===== src/rtl/sensor_packet_builder.sv =====
// Packet assembler: latches per-channel quaternion/gyro reports into shadow registers,
// snapshots them on pkt_start and streams a framed, checksummed byte packet over valid/ready.
module sensor_packet_builder #(
    parameter int          NUM_SENSORS = 2,
    parameter logic [7:0]  HEADER_BYTE = 8'hAA
) (
    input  logic                      clk,
    input  logic                      rst_n,
    input  logic [NUM_SENSORS-1:0]    quat_valid,
    input  logic [64*NUM_SENSORS-1:0] quat_data,
    input  logic [NUM_SENSORS-1:0]    gyro_valid,
    input  logic [48*NUM_SENSORS-1:0] gyro_data,
    input  logic [NUM_SENSORS-1:0]    sensor_ok,
    input  logic                      pkt_start,
    input  logic                      pkt_abort,
    output logic [7:0]                out_data,
    output logic                      out_valid,
    input  logic                      out_ready,
    output logic                      out_last,
    output logic                      pkt_busy,
    output logic                      start_drop
);

    // state    | meaning
    // S_IDLE   | waiting for pkt_start
    // S_SNAP   | one cycle: copy shadows and flags into the snapshot
    // S_STREAM | presenting snapshot bytes on out_data until the checksum byte is taken
    typedef enum logic [1:0] {S_IDLE, S_SNAP, S_STREAM} state_t;

    localparam int PKT_LEN = 15*NUM_SENSORS + 3;
    localparam int IW      = $clog2(PKT_LEN + 1);

    state_t state_q, state_d;

    logic [63:0] quat_sh_q [NUM_SENSORS];
    logic [63:0] quat_sh_d [NUM_SENSORS];
    logic [47:0] gyro_sh_q [NUM_SENSORS];
    logic [47:0] gyro_sh_d [NUM_SENSORS];
    logic [63:0] snap_quat_q [NUM_SENSORS];
    logic [63:0] snap_quat_d [NUM_SENSORS];
    logic [47:0] snap_gyro_q [NUM_SENSORS];
    logic [47:0] snap_gyro_d [NUM_SENSORS];
    logic [7:0]  snap_flags_q [NUM_SENSORS];
    logic [7:0]  snap_flags_d [NUM_SENSORS];

    logic [NUM_SENSORS-1:0] quat_new_q, quat_new_d;
    logic [NUM_SENSORS-1:0] gyro_new_q, gyro_new_d;
    logic [IW-1:0]          byte_idx_q, byte_idx_d;
    logic [7:0]             csum_q, csum_d;
    logic [7:0]             seq_q, seq_d;
    logic                   start_drop_q, start_drop_d;

    logic [7:0]   pkt_byte;
    logic [119:0] rec;
    logic         is_last;

    assign is_last = (int'(byte_idx_q) == PKT_LEN - 1);

    // Byte mux: each channel record is {quat, gyro, flags}, sent MSB first.
    always_comb begin
        pkt_byte = 8'h00;
        rec      = '0;
        if (int'(byte_idx_q) == 0) begin
            pkt_byte = HEADER_BYTE;
        end else if (int'(byte_idx_q) == PKT_LEN - 2) begin
            pkt_byte = seq_q;
        end else if (is_last) begin
            pkt_byte = csum_q;
        end else begin
            for (int i = 0; i < NUM_SENSORS; i++) begin
                if (int'(byte_idx_q) >= 1 + 15*i && int'(byte_idx_q) < 16 + 15*i) begin
                    rec      = {snap_quat_q[i], snap_gyro_q[i], snap_flags_q[i]};
                    pkt_byte = 8'(rec >> (8*(15 + 15*i - int'(byte_idx_q))));
                end
            end
        end
    end

    always_ff @(posedge clk) begin
        if (!rst_n) begin
            state_q      <= S_IDLE;
            quat_sh_q    <= '{default: '0};
            gyro_sh_q    <= '{default: '0};
            snap_quat_q  <= '{default: '0};
            snap_gyro_q  <= '{default: '0};
            snap_flags_q <= '{default: '0};
            quat_new_q   <= '0;
            gyro_new_q   <= '0;
            byte_idx_q   <= '0;
            csum_q       <= '0;
            seq_q        <= '0;
            start_drop_q <= 1'b0;
        end else begin
            state_q      <= state_d;
            quat_sh_q    <= quat_sh_d;
            gyro_sh_q    <= gyro_sh_d;
            snap_quat_q  <= snap_quat_d;
            snap_gyro_q  <= snap_gyro_d;
            snap_flags_q <= snap_flags_d;
            quat_new_q   <= quat_new_d;
            gyro_new_q   <= gyro_new_d;
            byte_idx_q   <= byte_idx_d;
            csum_q       <= csum_d;
            seq_q        <= seq_d;
            start_drop_q <= start_drop_d;
        end
    end

    always_comb begin
        state_d = state_q;
        case (state_q)
            S_IDLE:   if (pkt_start && !pkt_abort) state_d = S_SNAP;
            S_SNAP:   state_d = pkt_abort ? S_IDLE : S_STREAM;
            S_STREAM: if (pkt_abort || (out_ready && is_last)) state_d = S_IDLE;
            default:  state_d = S_IDLE;
        endcase
    end

    always_comb begin
        quat_sh_d    = quat_sh_q;
        gyro_sh_d    = gyro_sh_q;
        snap_quat_d  = snap_quat_q;
        snap_gyro_d  = snap_gyro_q;
        snap_flags_d = snap_flags_q;
        byte_idx_d   = byte_idx_q;
        csum_d       = csum_q;
        seq_d        = seq_q;
        start_drop_d = pkt_start && (state_q != S_IDLE);

        // A strobe landing in the snapshot cycle survives the clear and counts toward the next packet.
        quat_new_d = quat_valid | ((state_q == S_SNAP) ? '0 : quat_new_q);
        gyro_new_d = gyro_valid | ((state_q == S_SNAP) ? '0 : gyro_new_q);

        for (int i = 0; i < NUM_SENSORS; i++) begin
            if (quat_valid[i]) quat_sh_d[i] = quat_data[64*i +: 64];
            if (gyro_valid[i]) gyro_sh_d[i] = gyro_data[48*i +: 48];
        end

        if (state_q == S_SNAP) begin
            for (int i = 0; i < NUM_SENSORS; i++) begin
                snap_quat_d[i]  = quat_sh_q[i];
                snap_gyro_d[i]  = gyro_sh_q[i];
                snap_flags_d[i] = {5'b0, sensor_ok[i], gyro_new_q[i], quat_new_q[i]};
            end
            byte_idx_d = '0;
            csum_d     = '0;
        end else if (state_q == S_STREAM && out_ready && !pkt_abort) begin
            csum_d     = csum_q + pkt_byte;
            byte_idx_d = byte_idx_q + IW'(1);
            if (is_last) seq_d = seq_q + 8'd1;
        end
    end

    always_comb begin
        out_valid  = (state_q == S_STREAM);
        out_last   = (state_q == S_STREAM) && is_last;
        out_data   = (state_q == S_STREAM) ? pkt_byte : 8'h00;
        pkt_busy   = (state_q != S_IDLE);
        start_drop = start_drop_q;
    end

endmodule


===== config.mk =====
export PLATFORM = sky130hd
export DESIGN_NAME = sensor_packet_builder
export DESIGN_NICKNAME = d
export VERILOG_FILES = /design/src/rtl/sensor_packet_builder.sv
export SDC_FILE = /design/constraint.sdc
export NUM_CORES = 1
export LEC_CHECK = 0
export ABC_AREA = 1
export CAP_MARGIN = 20
export CORE_MARGIN = 5
export CORE_UTILIZATION = 36
export CTS_BUF_LIST = sky130_fd_sc_hd__clkbuf_16
export CTS_CLUSTER_SIZE = 10
export DETAILED_ROUTE_END_ITERATION = 6
export GPL_TIMING_DRIVEN = 0
export PLACE_DENSITY_LB_ADDON = 0.25
export SYNTH_ARGS = -nofsm -noshare
export SYNTH_HDL_FRONTEND = slang
export SYNTH_SLANG_ARGS = --single-unit

===== constraint.sdc =====
create_clock -name clk -period 3.4 [get_ports clk]
set_input_delay 0.51 -clock clk [delete_from_list [all_inputs] [get_ports clk]]
set_output_delay 0.51 -clock clk [all_outputs]
set_load 0.05 [all_outputs]

* Yosys cells after proc, flatten, opt, wreduce, memory -nomap -nowiden
Cells that the tools add are included.
** Storage, ports and cells
- Word-level logic and storage cells :: 66
- Bits of input ports :: 235
- Register bits :: 483
** Cells by class
- $add $sub $neg :: 5
- Bitwise logic cells :: 4
- Shift-type cells :: 2
- Eq/ne operators :: 6
- Order comparisons :: 4
- Reductions and logical operators :: 16
- Mux-type cells :: 12
** Operators by type and width (count)
- $shr A120 B32 Y8 :: 2
- $mux W8 :: 6
- $eq A6 B6 Y1 const B :: 2
- $lt A6 B5 Y1 const B :: 2
- $mux W2 :: 5
- $add A8 B1 Y8 const B :: 1
- $add A8 B8 Y8 :: 1
- $logic_and A1 B1 Y1 :: 8
- $sub A4 B6 Y7 const A :: 1
- $sub A5 B6 Y7 const A :: 1
- $add A6 B1 Y6 const B :: 1
- $ge A6 B1 Y1 const B :: 1
- $ge A6 B5 Y1 const B :: 1
- $logic_not A6 Y1 :: 1
- $pmux W2 S3 :: 1
- $or A2 B2 Y2 :: 2
- $reduce_and A3 Y1 :: 1
- $eq A2 B1 Y1 const B :: 1
- $eq A2 B2 Y1 const B :: 1
- $logic_not A2 Y1 :: 1
- $ne A2 B1 Y1 const B :: 1
- $ne A2 B2 Y1 const B :: 1
- $not A1 Y1 :: 2
- $reduce_and A2 Y1 :: 1
- 4 further kinds :: 4

* Longest topological paths before layout
Gate-level depths: netlist of run 1.
- Depth in word-level cells :: 8
- Gate-level depth with buffers :: 27
- Gate-level depth less buffers :: 23

* Worst setup path after synthesis of run 1
OpenSTA, ideal clock, no wires.
- Path kind :: register to output
- Start point :: reg byte_idx_q[0]
- End point :: out out_data[0]
- Stages on the path, launching flop included :: 17
- Setup slack :: -0.389 ns
- Path buffers :: 5
- Arrival :: 3.279 ns
- Path through :: dfxtp_1 -> buf_6 -> inv_2 -> buf_6 -> buf_4 -> buf_2 -> ha_1 -> inv_1 -> clkbuf_1 -> o21ai_0 -> o22ai_1 -> nand2_1 -> nand3_1 -> nand4_1 -> nand4_1 -> o21ai_0 -> nor3_1
** Between the ends
- Cells in the longest elaborated chain, start to end :: 8
- Elaborated cells between the ends (all ways) :: 19
- Those cells by class :: 2 x add/sub; 4 x order compare; 2 x eq/ne; 2 x shift; 6 x mux; 3 x reduce/logical
** Ends and longest elaborated chain
- start: declaration :: RTL line 48 : logic [IW-1:0] byte_idx_q, byte_idx_d;
- start signal: assignment :: RTL line 102 : byte_idx_q <= byte_idx_d;
- $sub A4 B6 Y7 (tied with other cells) :: RTL line 73 : pkt_byte = 8'(rec >> (8*(15 + 15*i - int'(byte_idx_q))));
- $shr A120 B32 Y8 / $logic_and A1 B1 Y1 (equally long branches) :: RTL line 73, 71
- $mux W8 (2 in series) :: RTL line 71 : if (int'(byte_idx_q) >= 1 + 15*i && int'(byte_idx_q) < 16 + 15*i) begin
- $mux W8 :: RTL line 67 : end else if (is_last) begin
- $mux W8 :: RTL line 65 : end else if (int'(byte_idx_q) == PKT_LEN - 2) begin
- $mux W8 (*) :: RTL line 63 : if (int'(byte_idx_q) == 0) begin
- $mux W8 (*) :: RTL line 157 : out_data = (state_q == S_STREAM) ? pkt_byte : 8'h00;
- end: declaration :: RTL line 16 : output logic [7:0] out_data,
Every way passes the cells marked *; elsewhere a longest branch is shown, timed or not.

* Worst setup path in the final report of run 1
- Start point :: reg byte_idx_q[0]
- End point :: out out_data[5]
The elaborated chain is that of the path after synthesis.

==> report_table.html, run 1 <==
<table>
<tr><th>Metric</th><th>Value</th></tr>
<tr><th colspan="2">Die</th></tr>
<tr><td>Floorplan die area</td><td>58700 um^2</td></tr>
<tr><td>Num rows</td><td>85</td></tr>
<tr><td>Vertical die dimension</td><td>242 um</td></tr>
<tr><td>Number of primary I/O pins</td><td>247</td></tr>
<tr><td>Core region area</td><td>53600 um^2</td></tr>
<tr><td>Die Span X</td><td>242 um</td></tr>
<tr><td>Initial core utilization</td><td>0.363</td></tr>
<tr><th colspan="2">Logic synthesis</th></tr>
<tr><td>Unique cell type count in the Yosys netlist</td><td>44</td></tr>
<tr><td>EDFF count, synth</td><td>0</td></tr>
<tr><td>Dominant combinational cell family by area after synthesis</td><td>simple AND/OR/NAND/NOR gates</td></tr>
<tr><td>Post-Synth Adder-Cell Area</td><td>0.00811</td></tr>
<tr><td>Async S/R FF share, synth</td><td>0</td></tr>
<tr><td>Avg Inst Size Synth</td><td>7.18 um^2</td></tr>
<tr><td>Share of the synthesized netlist area taken by xor and xnor gates</td><td>0.00270</td></tr>
<tr><td>Net count after synthesis</td><td>2952</td></tr>
<tr><td>Share of cell area taken by muxes after synthesis</td><td>0</td></tr>
<tr><td>Post-Syn Area</td><td>19400 um^2</td></tr>
<tr><td>Number of register bits inferred by synthesis</td><td>483</td></tr>
<tr><td>Post-Synth Simple-Gate Area</td><td>0.256</td></tr>
<tr><td>Mapped Cells</td><td>2705</td></tr>
<tr><td>Complex-gate fraction of the synthesized area</td><td>0.174</td></tr>
<tr><td>Number of warning messages in the yosys log</td><td>0</td></tr>
<tr><td>Sequential cell area fraction in the yosys report</td><td>0.498</td></tr>
<tr><td>Post-synth top flop</td><td>dfxtp_1</td></tr>
<tr><th colspan="2">Clock network</th></tr>
<tr><td>Hold buffer count at cts</td><td>0</td></tr>
<tr><td>Sinks on Clock Net</td><td>483</td></tr>
<tr><td>Clock buffers created by TritonCTS</td><td>55</td></tr>
<tr><td>H-tree levels</td><td>2</td></tr>
<tr><td>Clock edge transition at the registers on the reported setup and hold paths</td><td>0.06 ns</td></tr>
<tr><td>Maximum number of buffers from clock root to sink</td><td>3</td></tr>
<tr><td>Insertion delay of the later-clocked pin in the worst-skew pair</td><td>0.60 ns</td></tr>
<tr><td>Clk root buf</td><td>clkbuf_16</td></tr>
<tr><td>Clock tree from TritonCTS</td><td>done</td></tr>
<tr><th colspan="2">Pwr</th></tr>
<tr><td>Proportion of power drawn by flip-flops and latches</td><td>0.491</td></tr>
<tr><td>Switching power total</td><td>0.00310 W</td></tr>
<tr><td>Cell area power density</td><td>506 nW/um^2</td></tr>
<tr><td>Clock group share of total power</td><td>0.412</td></tr>
<tr><td>VDD IR-drop max</td><td>0.349 mV</td></tr>
<tr><td>Gate power share</td><td>0.097</td></tr>
<tr><td>Power after layout</td><td>0.0126 W</td></tr>
<tr><td>Switch share</td><td>0.245</td></tr>
<tr><td>Leak</td><td>9.94 nW</td></tr>
<tr><td>Internal power summed over all cells</td><td>0.00953 W</td></tr>
<tr><th colspan="2">Worst setup path</th></tr>
<tr><td>Endpoint kind of the worst setup timing path</td><td>primary output</td></tr>
<tr><td>Worst setup path class</td><td>reg2out</td></tr>
<tr><td>Required time of the critical path</td><td>2.89 ns</td></tr>
<tr><td>Max Fanout on Critical Path</td><td>8</td></tr>
<tr><td>Setup slack of the worst register-to-register path</td><td>-0.20 ns</td></tr>
<tr><td>Worst flop-to-flop path endpoint</td><td>csum_q[6]</td></tr>
<tr><td>R2R depth</td><td>24</td></tr>
<tr><td>Critical path arrival</td><td>3.18 ns</td></tr>
<tr><td>Type of element launching the critical path</td><td>flip-flop</td></tr>
<tr><td>Launching point of the worst reg2reg path</td><td>byte_idx_q[0]</td></tr>
<tr><th colspan="2">Status</th></tr>
<tr><td>Violated checks</td><td>negative setup slack</td></tr>
<tr><td>Status</td><td>complete, but fails checks</td></tr>
<tr><th colspan="2">Routing</th></tr>
<tr><td>DR WL/cell</td><td>18.7 um</td></tr>
<tr><td>Number of nets with antenna violations after detailed routing</td><td>0</td></tr>
<tr><td>1st-iter DRT viols</td><td>1444</td></tr>
<tr><td>Number of iterations in the first detailed-routing pass</td><td>5</td></tr>
<tr><td>Total length of routed wires</td><td>69800 um</td></tr>
<tr><td>Via total after detailed routing</td><td>19.1k</td></tr>
<tr><td>Drc violations</td><td>0</td></tr>
<tr><td>Vias per Instance</td><td>5.10</td></tr>
<tr><th colspan="2">Hold path</th></tr>
<tr><td>Sink of the worst hold path</td><td>gyro_sh_q[75]</td></tr>
<tr><td>Hold-critical path depth</td><td>3</td></tr>
<tr><td>Startpoint of the tightest hold check path</td><td>gyro_valid[0]</td></tr>
<tr><td>Class of the worst hold path</td><td>in2reg</td></tr>
<tr><th colspan="2">Final layout</th></tr>
<tr><td>Commonest non-fill, non-tap cells in the layout</td><td>nor2_1, o21ai_0, dfxtp_1, clkdlybuf4s50_1, nand2_1</td></tr>
<tr><td>Number of nets in the layout</td><td>3280</td></tr>
<tr><td>Layout Cell Area excl Fill</td><td>25000 um^2</td></tr>
<tr><td>Ant. Diodes</td><td>0</td></tr>
<tr><td>Share of cells above drive strength 1</td><td>0.0753</td></tr>
<tr><td>Layout fillers</td><td>5448</td></tr>
<tr><td>Relative area change from synthesis to final layout</td><td>28.5%</td></tr>
<tr><td>Final Instance Count excl. Fillers</td><td>3739</td></tr>
<tr><td>Most common cell after layout, fill and taps aside</td><td>nor2_1</td></tr>
<tr><th colspan="2">Global route</th></tr>
<tr><td>Global-route congestion overflow total</td><td>0</td></tr>
<tr><td>GRT Util Overall</td><td>0.227</td></tr>
<tr><td>Initial antenna violation count</td><td>0</td></tr>
<tr><td>Number of global-route vias before repair</td><td>19.0k</td></tr>
<tr><td>Wire length of the first global-routing pass</td><td>107000 um</td></tr>
<tr><td>Pin count of the biggest net entering global routing</td><td>14</td></tr>
<tr><th colspan="2">Placement</th></tr>
<tr><td>Sum of net half-perimeters after detailed placement</td><td>53000 um</td></tr>
<tr><td>Port bufs</td><td>242</td></tr>
<tr><td>Weighted congestion at the end of routability-driven global placement</td><td>0.958</td></tr>
<tr><td>Number of instances in the placed design</td><td>3643</td></tr>
<tr><td>Placed instance area</td><td>22800 um^2</td></tr>
<tr><td>Setup slack after placement</td><td>-1.10 ns</td></tr>
<tr><th colspan="2">STA</th></tr>
<tr><td>Final count of pins violating max slew</td><td>0</td></tr>
<tr><td>Slack of the critical path</td><td>-0.290 ns</td></tr>
<tr><td>Transition time of the tightest slew-check pin</td><td>1.06 ns</td></tr>
<tr><td>Post-route clock skew</td><td>0.0236 ns</td></tr>
<tr><td>Setup repair after global routing missed its margin</td><td>true</td></tr>
<tr><td>Final cycle utilization of the critical path</td><td>1.09</td></tr>
<tr><td>Final Hold Vio Count</td><td>0</td></tr>
<tr><td>FMAX</td><td>271 MHz</td></tr>
<tr><td>Final critical delay including setup and external delays</td><td>3.69 ns</td></tr>
<tr><td>Relative max-transition margin</td><td>0.292</td></tr>
<tr><td>Setup-failing EPs final</td><td>12</td></tr>
<tr><th colspan="2">Run</th></tr>
<tr><td>Number of max-cap violations</td><td>0</td></tr>
</table>
worst max-delay path: stages (launching register included):
cell and delay [ns]:
dfxtp_2 0.34, buf_6 0.10, inv_4 0.03, buf_12 0.11
buf_12 0.11, buf_8 0.11, ha_4 0.32, clkbuf_16 0.18
buf_6 0.10, o21ai_1 0.05, o22ai_1 0.22, nand2_1 0.09
nand2_1 0.07, nand3_2 0.08, nand3_2 0.15, o211ai_1 0.11
a21oi_1 0.16, buf_4 0.22
Yosys cell counts, drive strengths merged (2+ instances only):
library cell / count / area, um^2
o21bai: 2 / 15.0
o211ai: 12 / 90.1
o21ai: 542 / 2720
buf: 43 / 264
a21oi: 63 / 315
ha: 11 / 138
a31oi: 10 / 62.6
nand2: 217 / 820
nand4: 20 / 125
xor2: 5 / 43.8
o2111ai: 10 / 87.6
nand3: 74 / 395
o22ai: 8 / 50.1
nor2: 936 / 3520
dfxtp: 483 / 9670
clkbuf: 153 / 576
nor3: 8 / 67.6
inv: 93 / 354
or2: 2 / 12.5
nor3b: 2 / 15.0
sequential cells by signal (all words and copies together) (netlist names):
name          count
snap_flags_q      6
seq_q             8
quat_sh_q       128
snap_gyro_q      96
csum_q            8
byte_idx_q        6
state_q           2
gyro_sh_q        96
snap_quat_q     128
gyro_new_q        2
start_drop        1
quat_new_q        2
metal layers:
metal | global-route usage | share of wire
met2 | 0.371 | 0.46
met4 | 0.0564 | 0.023
met1 | 0.316 | 0.46
met3 | 0.0366 | 0.064
met5 | 0 | 0
what timing repair did:
action	in CTS	in global routing
setup endpoints to repair	17	14
endpoints found under the hold margin	0	0
pin swaps	26	38
resized for setup	153	39
cloned	1	0
setup buffers	14	15
final cells by class:
type                    instances  area, um^2  area share
clock buffers                  57        1430      0.0571
repair buffers                271        2660       0.107
inverters                      94         368      0.0147
plain buffers                 196        1000      0.0402
clock inverters                10        63.8     0.00255
well taps                     696         871      0.0349
multi-input cells            1932        8910       0.357
flip-flops and latches        483        9670       0.387
power by group through the flow:
stage / clock (W) / sequential, W / combinational [W]
after floorplan: 0 / 0.00622 / 0.000661
after CTS: 0.00530 / 0.00620 / 0.00122
after detailed placement: 0 / 0.00632 / 0.00119
after global routing: 0.00554 / 0.00623 / 0.00137
after global placement: 0 / 0.00632 / 0.00117
final: 0.00520 / 0.00621 / 0.00122
per-stage QoR:
step	util	hold slack, ns	TNS (ns)
after floorplan	-	0.424	-0.0242
after global placement	0.425	0.434	-13.18
after detailed placement	0.425	0.445	-13.97
after CTS	0.461	0.320	-2.09
after global routing	0.466	0.366	-4.04
final	0.466	0.348	-2.36
worst max-delay path by stage:
stage | start | end | slack [ns] | cells past startpoint
after floorplan | byte_idx_q[0] | csum_q[6] | -0.02 | 25
after global placement | byte_idx_q[1] | csum_q[5] | -1.06 | 23
after detailed placement | byte_idx_q[1] | csum_q[5] | -1.10 | 23
after CTS | byte_idx_q[0] | out_data[0] | -0.30 | 16
after global routing | byte_idx_q[0] | csum_q[6] | -0.41 | 24
final | byte_idx_q[0] | out_data[5] | -0.29 | 17
cells by family (layout without fill, tap and decap cells):
logic type / count (synthesis) / count (layout)
AO/OA/AOI/OAI: 652 / 652
flip-flops: 483 / 483
buffers and inverters: 290 / 628
XOR/XNOR: 6 / 6
adder cells (fa/ha/maj): 12 / 12
AND/OR/NAND/NOR: 1262 / 1262
Note: power is estimated with default switching activity, not from simulation.
==> run 2, diff against run 1 <==
--- a/config.mk
+++ b/config.mk
@@ -6,14 +6,15 @@
 export NUM_CORES = 1
 export LEC_CHECK = 0
 export ABC_AREA = 1
+export ABC_CLOCK_PERIOD_IN_PS = 3400
 export CAP_MARGIN = 20
-export CORE_MARGIN = 5
 export CORE_UTILIZATION = 36
 export CTS_BUF_LIST = sky130_fd_sc_hd__clkbuf_16
 export CTS_CLUSTER_SIZE = 10
 export DETAILED_ROUTE_END_ITERATION = 6
 export GPL_TIMING_DRIVEN = 0
 export PLACE_DENSITY_LB_ADDON = 0.25
+export SLEW_MARGIN = 20
 export SYNTH_ARGS = -nofsm -noshare
 export SYNTH_HDL_FRONTEND = slang
 export SYNTH_SLANG_ARGS = --single-unit
==> report_table.html, run 2 (synthesis results as in run 1) <==
<table>
<tr><th>Metric</th><th>Value</th></tr>
<tr><th colspan="2">Status</th></tr>
<tr><td>Status</td><td>complete, but fails checks (unchanged)</td></tr>
<tr><td>Violated checks</td><td>negative setup slack (unchanged)</td></tr>
<tr><th colspan="2">Placement</th></tr>
<tr><td>Sum of net half-perimeters after detailed placement</td><td>52100 um (was 53000 um)</td></tr>
<tr><td>Port bufs</td><td>242 (unchanged)</td></tr>
<tr><td>Placed instance area</td><td>22800 um^2 (about the same)</td></tr>
<tr><td>Number of instances in the placed design</td><td>3635 (was 3643)</td></tr>
<tr><td>Weighted congestion at the end of routability-driven global placement</td><td>0.920 (was 0.958)</td></tr>
<tr><th colspan="2">Pwr</th></tr>
<tr><td>Gate power share</td><td>0.098 (was 0.097)</td></tr>
<tr><td>Power after layout</td><td>0.0126 W (about the same)</td></tr>
<tr><td>Switch share</td><td>0.248 (was 0.245)</td></tr>
<tr><td>VDD IR-drop max</td><td>0.325 mV (was 0.349 mV)</td></tr>
<tr><td>Proportion of power drawn by flip-flops and latches</td><td>0.493 (was 0.491)</td></tr>
<tr><td>Switching power total</td><td>0.00313 W (was 0.00310 W)</td></tr>
<tr><td>Cell area power density</td><td>503 nW/um^2 (was 506 nW/um^2)</td></tr>
<tr><td>Clock group share of total power</td><td>0.409 (was 0.412)</td></tr>
<tr><td>Leak</td><td>9.92 nW (was 9.94 nW)</td></tr>
<tr><td>Internal power summed over all cells</td><td>0.00946 W (was 0.00953 W)</td></tr>
<tr><th colspan="2">Die</th></tr>
<tr><td>Num rows</td><td>84 (was 85)</td></tr>
<tr><td>Floorplan die area</td><td>54900 um^2 (was 58700 um^2)</td></tr>
<tr><td>Vertical die dimension</td><td>234 um (was 242 um)</td></tr>
<tr><td>Initial core utilization</td><td>0.367 (was 0.363)</td></tr>
<tr><td>Die Span X</td><td>234 um (was 242 um)</td></tr>
<tr><td>Number of primary I/O pins</td><td>247 (unchanged)</td></tr>
<tr><td>Core region area</td><td>53000 um^2 (was 53600 um^2)</td></tr>
<tr><th colspan="2">STA</th></tr>
<tr><td>Transition time of the tightest slew-check pin</td><td>1.14 ns (was 1.06 ns)</td></tr>
<tr><td>Slack of the critical path</td><td>-0.320 ns (was -0.290 ns)</td></tr>
<tr><td>Final cycle utilization of the critical path</td><td>1.09 (about the same)</td></tr>
<tr><td>Final count of pins violating max slew</td><td>0 (unchanged)</td></tr>
<tr><td>FMAX</td><td>269 MHz (was 271 MHz)</td></tr>
<tr><td>Setup repair after global routing missed its margin</td><td>true (unchanged)</td></tr>
<tr><td>Relative max-transition margin</td><td>0.243 (was 0.292)</td></tr>
<tr><td>Summed negative setup slack over all endpoints</td><td>-2.52 ns (was -2.36 ns)</td></tr>
<tr><td>Final worst hold slack</td><td>0.349 ns (was 0.348 ns)</td></tr>
<tr><td>Final Hold Vio Count</td><td>0 (unchanged)</td></tr>
<tr><td>Setup-failing EPs final</td><td>12 (unchanged)</td></tr>
<tr><td>Post-route clock skew</td><td>0.0136 ns (was 0.0236 ns)</td></tr>
<tr><td>Final critical delay including setup and external delays</td><td>3.72 ns (was 3.69 ns)</td></tr>
<tr><th colspan="2">Clock network</th></tr>
<tr><td>Clock edge transition at the registers on the reported setup and hold paths</td><td>0.06 ns (about the same)</td></tr>
<tr><td>Maximum number of buffers from clock root to sink</td><td>3 (unchanged)</td></tr>
<tr><td>Clk root buf</td><td>clkbuf_16 (unchanged)</td></tr>
<tr><td>H-tree levels</td><td>2 (unchanged)</td></tr>
<tr><td>Hold buffer count at cts</td><td>0 (unchanged)</td></tr>
<tr><td>Clock tree from TritonCTS</td><td>done (unchanged)</td></tr>
<tr><td>Insertion delay of the later-clocked pin in the worst-skew pair</td><td>0.60 ns (about the same)</td></tr>
<tr><td>Sinks on Clock Net</td><td>483 (unchanged)</td></tr>
<tr><td>Clock buffers created by TritonCTS</td><td>55 (unchanged)</td></tr>
<tr><th colspan="2">Final layout</th></tr>
<tr><td>Largest registers</td><td>quat_sh_q x128, snap_quat_q x128 (unchanged)</td></tr>
<tr><td>Layout Cell Area excl Fill</td><td>25000 um^2 (about the same)</td></tr>
<tr><td>Ant. Diodes</td><td>0 (unchanged)</td></tr>
<tr><td>Commonest non-fill, non-tap cells in the layout</td><td>nor2_1, o21ai_0, dfxtp_1, clkdlybuf4s50_1, nand2_1 (unchanged)</td></tr>
<tr><td>Final Instance Count excl. Fillers</td><td>3726 (was 3739)</td></tr>
<tr><td>Layout fillers</td><td>5357 (was 5448)</td></tr>
<tr><td>Most common cell after layout, fill and taps aside</td><td>nor2_1 (unchanged)</td></tr>
<tr><td>Number of nets in the layout</td><td>3275 (was 3280)</td></tr>
<tr><td>Share of cells above drive strength 1</td><td>0.0793 (was 0.0753)</td></tr>
<tr><td>Relative area change from synthesis to final layout</td><td>28.8% (was 28.5%)</td></tr>
<tr><th colspan="2">Routing</th></tr>
<tr><td>Number of nets with antenna violations after detailed routing</td><td>0 (unchanged)</td></tr>
<tr><td>DR WL/cell</td><td>18.7 um (about the same)</td></tr>
<tr><td>Vias per Instance</td><td>5.16 (was 5.10)</td></tr>
<tr><td>Via total after detailed routing</td><td>19.2k (was 19.1k)</td></tr>
<tr><td>Total length of routed wires</td><td>69500 um (was 69800 um)</td></tr>
<tr><td>Drc violations</td><td>0 (unchanged)</td></tr>
<tr><td>1st-iter DRT viols</td><td>1566 (was 1444)</td></tr>
<tr><td>Number of iterations in the first detailed-routing pass</td><td>7 (was 5)</td></tr>
<tr><th colspan="2">Run</th></tr>
<tr><td>Number of max-cap violations</td><td>0 (unchanged)</td></tr>
<tr><th colspan="2">Global route</th></tr>
<tr><td>Initial antenna violation count</td><td>1 (was 0)</td></tr>
<tr><td>Number of global-route vias before repair</td><td>18.3k (was 19.0k)</td></tr>
<tr><td>Pin count of the biggest net entering global routing</td><td>14 (unchanged)</td></tr>
<tr><td>GRT Util Overall</td><td>0.248 (was 0.227)</td></tr>
<tr><td>GR peak layer</td><td>met2 (unchanged)</td></tr>
<tr><td>Wire length of the first global-routing pass</td><td>103000 um (was 107000 um)</td></tr>
<tr><td>Grt met2 use</td><td>0.398 (was 0.371)</td></tr>
<tr><td>Met3 global-route usage</td><td>0.0331 (was 0.0366)</td></tr>
<tr><td>Global-route congestion overflow total</td><td>0 (unchanged)</td></tr>
<tr><td>Met1 usage in global routing</td><td>0.342 (was 0.316)</td></tr>
<tr><th colspan="2">Worst setup path</th></tr>
<tr><td>Setup slack of the worst register-to-register path</td><td>-0.29 ns (was -0.20 ns)</td></tr>
<tr><td>Worst setup path class</td><td>reg2out (unchanged)</td></tr>
<tr><td>Type of element launching the critical path</td><td>flip-flop (unchanged)</td></tr>
<tr><td>Required time of the critical path</td><td>2.89 ns (about the same)</td></tr>
<tr><td>Max Fanout on Critical Path</td><td>10 (was 8)</td></tr>
<tr><td>Critical path arrival</td><td>3.21 ns (was 3.18 ns)</td></tr>
<tr><td>Endpoint kind of the worst setup timing path</td><td>primary output (unchanged)</td></tr>
<tr><th colspan="2">Hold path</th></tr>
<tr><td>Class of the worst hold path</td><td>in2reg (unchanged)</td></tr>
</table>
-- run 2: through the flow --
stage | util | worst slack [ns]
3_5_place_dp | 0.430 | -1.08
4_1_cts | 0.466 | -0.337
3_3_place_gp | 0.430 | -1.08
2_1_floorplan | - | -0.0242
6_report | 0.473 | -0.320
5_1_grt | 0.473 | -0.404
-- run 2: timing repair --
action,in CTS,in global routing
buffers inserted,14,9
endpoints found under the setup margin,17,16
pin swaps,33,43
resized for setup,146,76
gates cloned,1,0
-- run 2: layout make-up --
type / count / area, um^2 / area share
plain buffers: 196 / 1010 / 0.0404
clock buffers: 57 / 1430 / 0.0570
clock inverters: 10 / 41.3 / 0.00165
inverters: 94 / 365 / 0.0146
multi-input cells: 1932 / 9030 / 0.361
flip-flops and latches: 483 / 9670 / 0.386
well taps: 688 / 861 / 0.0344
repair buffers: 266 / 2630 / 0.105
-- run 2: per-layer routing --
metal,vias to the layer above,wire (um)
met3,118,4950
met1,9050,31400
met4,2,1910
met2,641,31300
met5,-,15
li1,9399,-
-- run 2: final timing paths --
kind                        start              end  cells after the start
setup / recovery    byte_idx_q[0]      out_data[3]                     17
hold / removal      gyro_valid[0]    gyro_sh_q[85]                      3
setup reg to reg    byte_idx_q[0]        csum_q[6]                     21
hold reg to reg   snap_quat_q[98]  snap_quat_q[98]                      2
-- run 2: worst max-delay path, cell delays in order, from the launching register on --
cell	delay, ns
dfxtp_2	0.34
buf_6	0.11
inv_4	0.03
buf_8	0.11
buf_12	0.11
buf_8	0.11
ha_4	0.33
clkbuf_16	0.18
buf_12	0.16
nand3_1	0.10
o21ai_0	0.09
a21oi_1	0.09
nand2_1	0.08
nand3_2	0.12
nand2_2	0.10
nand3_1	0.10
a21oi_2	0.23
buf_6	0.19
-- run 2: power by group through the flow --
stage	clock (W)	sequential, W	combinational [W]
6_report	0.00515	0.00621	0.00123
4_1_cts	0.00522	0.00620	0.00122
3_5_place_dp	0	0.00632	0.00119
5_1_grt	0.00544	0.00623	0.00138
2_1_floorplan	0	0.00622	0.000661
3_3_place_gp	0	0.00632	0.00117
==> RTL edit 1, RTL diff (config.mk and constraints of run 1) <==
Make the reset (`rst_n`) asynchronous in one clocked block.
--- a/src/rtl/sensor_packet_builder.sv
+++ b/src/rtl/sensor_packet_builder.sv
@@ -76,7 +76,7 @@
         end
     end
 
-    always_ff @(posedge clk) begin
+    always_ff @(posedge clk or negedge rst_n) begin
         if (!rst_n) begin
             state_q      <= S_IDLE;
             quat_sh_q    <= '{default: '0};
Function: differs if rst_n is asserted again (counterexample within 4 cycles, from zero or initial values and one cycle with rst_n low); with rst_n held inactive, the same outputs for 4 cycles.
==> RTL edit 1 against run 1 <==
  * The flow still finishes with violations (negative setup slack)
  * Worst setup slack improved by 0.14 ns
  * Register-to-register slack improved by 0.06 ns
  * Cell area rose by 5.3%
  * Synthesized area rose by 6.7%
  * Clock skew fell by 0.0081 ns
  * Global-route usage fell by 1.6 points
  * Sequential cell count did not move
  * Wire length fell by 3.6%
  * Critical path type unchanged
  * Critical endpoint is now out_data[0]
Power is not compared: it rests on default switching activity, and its combinational part moved more than twofold at a synthesized area within 25%.
==> RTL edit 1: results <==
final_layout:
  seqCellArea_um2: 12100
  fillers: 5526
  nonClkBufAreaFrac_pct: 13.1
  fin_nets: 2969
  clk_share_pct: 5.79
  multi_input_cells: 1491
  drive_gt1_share_pct: 8.76
  antenna_cells: 1
  reg.largest.list: "quat_sh_q (128), snap_quat_q (128)"
  multiInputGateArea_um2: 7190
  signal_buffers: 404
  num-nonclk-inverters: 285
logic_synthesis:
  yosysUniqueCellTypes: 41
  synth_area_leaders: "dfrtp_1, nand2_1, o21ai_0"
  synth_flop_cell: "dfrtp_1"
  ys_seq_area_share_pct: 58.3
  synth_nets: 2643
  netlist_top_cells_count: "nand2_1, dfrtp_1, o21ai_0"
  async_flop_share_pct: 100
route:
  wl_met3_um: 4760
  vias_per_cell: 4.98
  top_layer_used: "met5"
  drt-met1-wl_um: 29600
  first_pass_iters: 6
  finalWirelength_um: 67300
  route.met2.wl_um: 30300
  drt_iter0_markers: 1509
worst_setup_path:
  crit_path_top_delay_cell: "dfrtp_1"
  r2r-end: "csum_q[6]"
  slowest_delay_ns: 0.37
  rrSetupSlack_ns: -0.14
  worstSetupStartpoint: "byte_idx_q[0]"
  rr_worst_depth: 24
  arrival_ns: 3.04
  crit_fanout: 10
timing:
  worst_pin_slew_ns: 0.967
  finalSetupViolCount: 11
  fin_hold_ws_ns: 0.294
  setup_ws_ns: -0.153
  slew_viol_final: 0
  skew_ns: 0.0155
placed_design:
  place_congestion: 0.928
  hpwl_um: 49800
  dp_slack_ns: -1.24
run_status:
  violations: "negative setup slack"
  status: "finished, violations left"
grt:
  grt_use_met3_pct: 4.26
  antenna_found_initial: 6
  grt_first_pass_wirelength_um: 104000
  grt_max_degree: 130
  met2_usage_pct: 33.0
  globalRouteTotalUtil_pct: 21.1
  use_met1_pct: 29.2
  grt_pass1_vias: 18000
min_path:
  whs_endpoint: "quat_sh_q[67]"
  holdPathStages: 2
  hp-start: "quat_valid[0]"
power_and_ir_drop:
  p_sw_w: 0.00467
  irDropWorstVdd_v: 0.000349
  power_density_nw_per_um2: 588
RTL edit 1: changes by cell type after synthesis, sizes merged, moves of 6 or more:
cell	run 1	this run
a21oi	63	21
nor2	936	76
dfxtp	483	0
dfrtp	0	483
nand4	20	27
nand3	74	101
nand2	217	703
a31oi	10	0
inv	93	282
mux2	0	26
nor3	8	2
o2111ai	10	0
o21ai	542	478
clkbuf	153	100
RTL edit 1: how the worst max path moves through the flow:
stage,endpoint,cells after the start
finish,out_data[0],16
global route,csum_q[6],24
CTS,out_data[6],16
detailed placement,out_data[6],15
global placement,gyro_sh_q[19],1
floorplan,csum_q[6],24
RTL edit 1: critical path: cells and delay by family, from the launching register on:
| kind | cells | cell delay [ns] |
|---|---|---|
| adder cells (fa/ha/maj) | 1 | 0.33 |
| flip-flops | 1 | 0.37 |
| AND/OR/NAND/NOR | 7 | 0.77 |
| buffers and inverters | 8 | 0.98 |
RTL edit 1: timing repair:
action / 4_1_cts / 5_1_grt
resized for setup: 126 / 45
cloned: 0 / 2
hold buffers: 1 / 0
setup buffers: 13 / 5
pin swaps: 18 / 22
endpoints found under the setup margin: 17 / 12
endpoints found under the hold margin: 71 / 0
RTL edit 1: per-stage QoR:
stage	setup TNS [ns]	instance area, um2	instances
2_1_floorplan	0	20700	2396
3_3_place_gp	-9108.82	24100	3403
3_5_place_dp	-15.00	24200	3407
4_1_cts	-0.565	26100	3499
5_1_grt	-2.39	26300	3506
6_report	-0.971	26300	3507
RTL edit 1: kinds of logic after synthesis:
kind of cell | after synthesis | synth area share (%)
XOR/XNOR | 8 | 0.338
flip-flops | 483 | 58.3
buffers and inverters | 422 | 8.07
multiplexers | 26 | 1.41
AO/OA/AOI/OAI | 528 | 13.1
adder cells (fa/ha/maj) | 12 | 0.760
AND/OR/NAND/NOR | 917 | 18.0
==> RTL edit 2, RTL diff (config.mk and constraints of run 1) <==
Made on the original files. The parameter `NUM_SENSORS` goes from 2 to 1.
--- a/src/rtl/sensor_packet_builder.sv
+++ b/src/rtl/sensor_packet_builder.sv
@@ -1,7 +1,7 @@
 // Packet assembler: latches per-channel quaternion/gyro reports into shadow registers,
 // snapshots them on pkt_start and streams a framed, checksummed byte packet over valid/ready.
 module sensor_packet_builder #(
-    parameter int          NUM_SENSORS = 2,
+    parameter int          NUM_SENSORS = 1,
     parameter logic [7:0]  HEADER_BYTE = 8'hAA
 ) (
     input  logic                      clk,
Interface: changed (5 resized); port bits go from 247 to 132. No check against the original RTL was run, so the function may have changed too.
==> RTL edit 2 against run 1 <==
  * Synthesized area decreased by 46%
  * Fmax rose by 9.3%
  * Non-clock buffer count fell by 235
  * Global-route usage shrank 4.0 points
  * Count of clock-buffer cells in the layout fell by 27
  * Worst setup slack better by 0.31 ns
  * Register-to-register slack gained 0.34 ns
  * Worst hold slack gained 0.047 ns
  * Total power is 48% lower
  * Cell area decreased by 47%
  * Sequential cell count decreased by 230
  * Critical path depth fell by 7
  * Wire length decreased by 54%
  * Clock power decreased by 46%
==> RTL edit 2: results <==
power_and_ir_drop:
  irDropWorstVdd_v: 0.000362
  leakage_nw: 5.56
grt:
  grt_pass1_vias: 9784
  globalRouteTotalUtil_pct: 18.8
  antenna_found_initial: 0
  grt_first_pass_wirelength_um: 50600
  grt_max_degree: 16
final_layout:
  fin_nets: 1730
  reg.largest.list: "quat_sh_q (64), snap_quat_q (64)"
  fillers: 2948
  drive_gt1_share_pct: 7.28
  antenna_cells: 0
logic_synthesis:
  synth_area_leaders: "dfxtp_1, nor2_1, o21ai_0"
  synthMuxAreaShare_pct: 0
  async_flop_share_pct: 0
  synth-edff-count: 0
  netlist_top_cells_count: "nor2_1, o21ai_0, dfxtp_1"
  ys_seq_area_share_pct: 48.7
  yosysUniqueCellTypes: 39
  synth_flop_cell: "dfxtp_1"
  synth-xor-area-share_pct: 0.337
  synth_nets: 1564
  synth-compound-area-share_pct: 19.2
  yosysWarningCount: 0
  synth-adder-area-share_pct: 1.52
route:
  first_pass_iters: 6
  drt_iter0_markers: 818
  num_vias: 9987
  finalWirelength_um: 31900
  postRouteAntennaNets: 0
worst_setup_path:
  arrival_ns: 2.87
  rr_worst_depth: 20
  crit_fanout: 10
placed_design:
  hpwl_um: 23200
  port_buffers: 128
  place_congestion: 0.942
  place_area_um2: 12200
timing:
  worst_pin_slew_ns: 0.922
  finalSetupViolCount: 0
  skew_ns: 0.0271
clocking:
  clockBufferDepth: 3
  cts_root_buffer: "clkbuf_16"
  cts_buffers: 30
  clk_pin_slew_ns: 0.06
  insertion_delay_ns: 0.56
  htree_levels: 1
min_path:
  min_path_type: "input pin to flop"
  holdPathStages: 3
run_status:
  status: "finished clean"
==> RTL edit 2: final cells by class <==
class	instances	share of cell area [%]
multi-input combinational	1023	36.6
sequential	253	38.4
clock inverter	11	0.616
buffer	97	3.32
timing repair buffer	135	10.0
tap	384	3.64
clock buffer	30	5.69
inverter	58	1.70
==> RTL edit 2: per-layer routing <==
layer  share of wire, %  GRT usage [%]  wire [um]
met1                 47           26.0      14900
met2                 44           29.6      14000
met3                7.1           4.37       2250
met4                2.4           4.85        752
met5                  0              0          0
==> RTL edit 2: worst max-delay path, cell delays in order, from the launching register on <==
cell      delay (ns)
dfxtp_4         0.36
buf_6           0.13
inv_4           0.11
buf_2           0.30
o21ai_0         0.13
o221ai_1        0.33
nand3_1         0.19
o21ai_1         0.18
nand2_1         0.08
a31oi_1         0.22
clkbuf_4        0.29
==> RTL edit 2: final timing paths <==
path	from	to	slack [ns]
setup / recovery	byte_idx_q[0]	out_data[1]	0.02
hold / removal	quat_valid	quat_sh_q[8]	0.40
setup reg to reg	byte_idx_q[0]	csum_q[6]	0.14
hold reg to reg	gyro_new_q	snap_flags_q[1]	0.46
==> RTL edit 2: through the flow <==
step / worst slack [ns] / util, % / total power, W / std cells
2_1_floorplan: 0.316 / - / 0.00355 / 1432
3_3_place_gp: -0.384 / 42.5 / 0.00382 / 1944
3_5_place_dp: -0.436 / 42.5 / 0.00383 / 1944
4_1_cts: 0.0258 / 45.6 / 0.00664 / 1988
5_1_grt: -0.0494 / 46.1 / 0.00684 / 1991
6_report: 0.0242 / 46.1 / 0.00660 / 1991
==> RTL edit 2: cell families (layout without fill, tap and decap cells) <==
family | after synthesis | in the layout
compound gates | 374 | 374
fa+ha+maj | 12 | 12
buf+inv | 156 | 331
flops | 253 | 253
xor+xnor | 4 | 4
simple gates | 633 | 633
==> RTL edit 2: report_power, final <==
group | internal [W] | switching, W | leakage, nW
registers | 0.00313 | 0.000104 | 2.08
logic | 0.000245 | 0.000299 | 3.05
clock network | 0.00163 | 0.00119 | 0.430
total | 0.00501 | 0.00159 | 5.56
==> RTL edit 2: what timing repair did <==
action / CTS / global route
resized for setup: 47 / 45
hold buffers: 0 / 0
setup endpoints to repair: 12 / 11
endpoints found under the hold margin: 0 / 0
pin swaps: 2 / 11
buffers inserted: 3 / 4
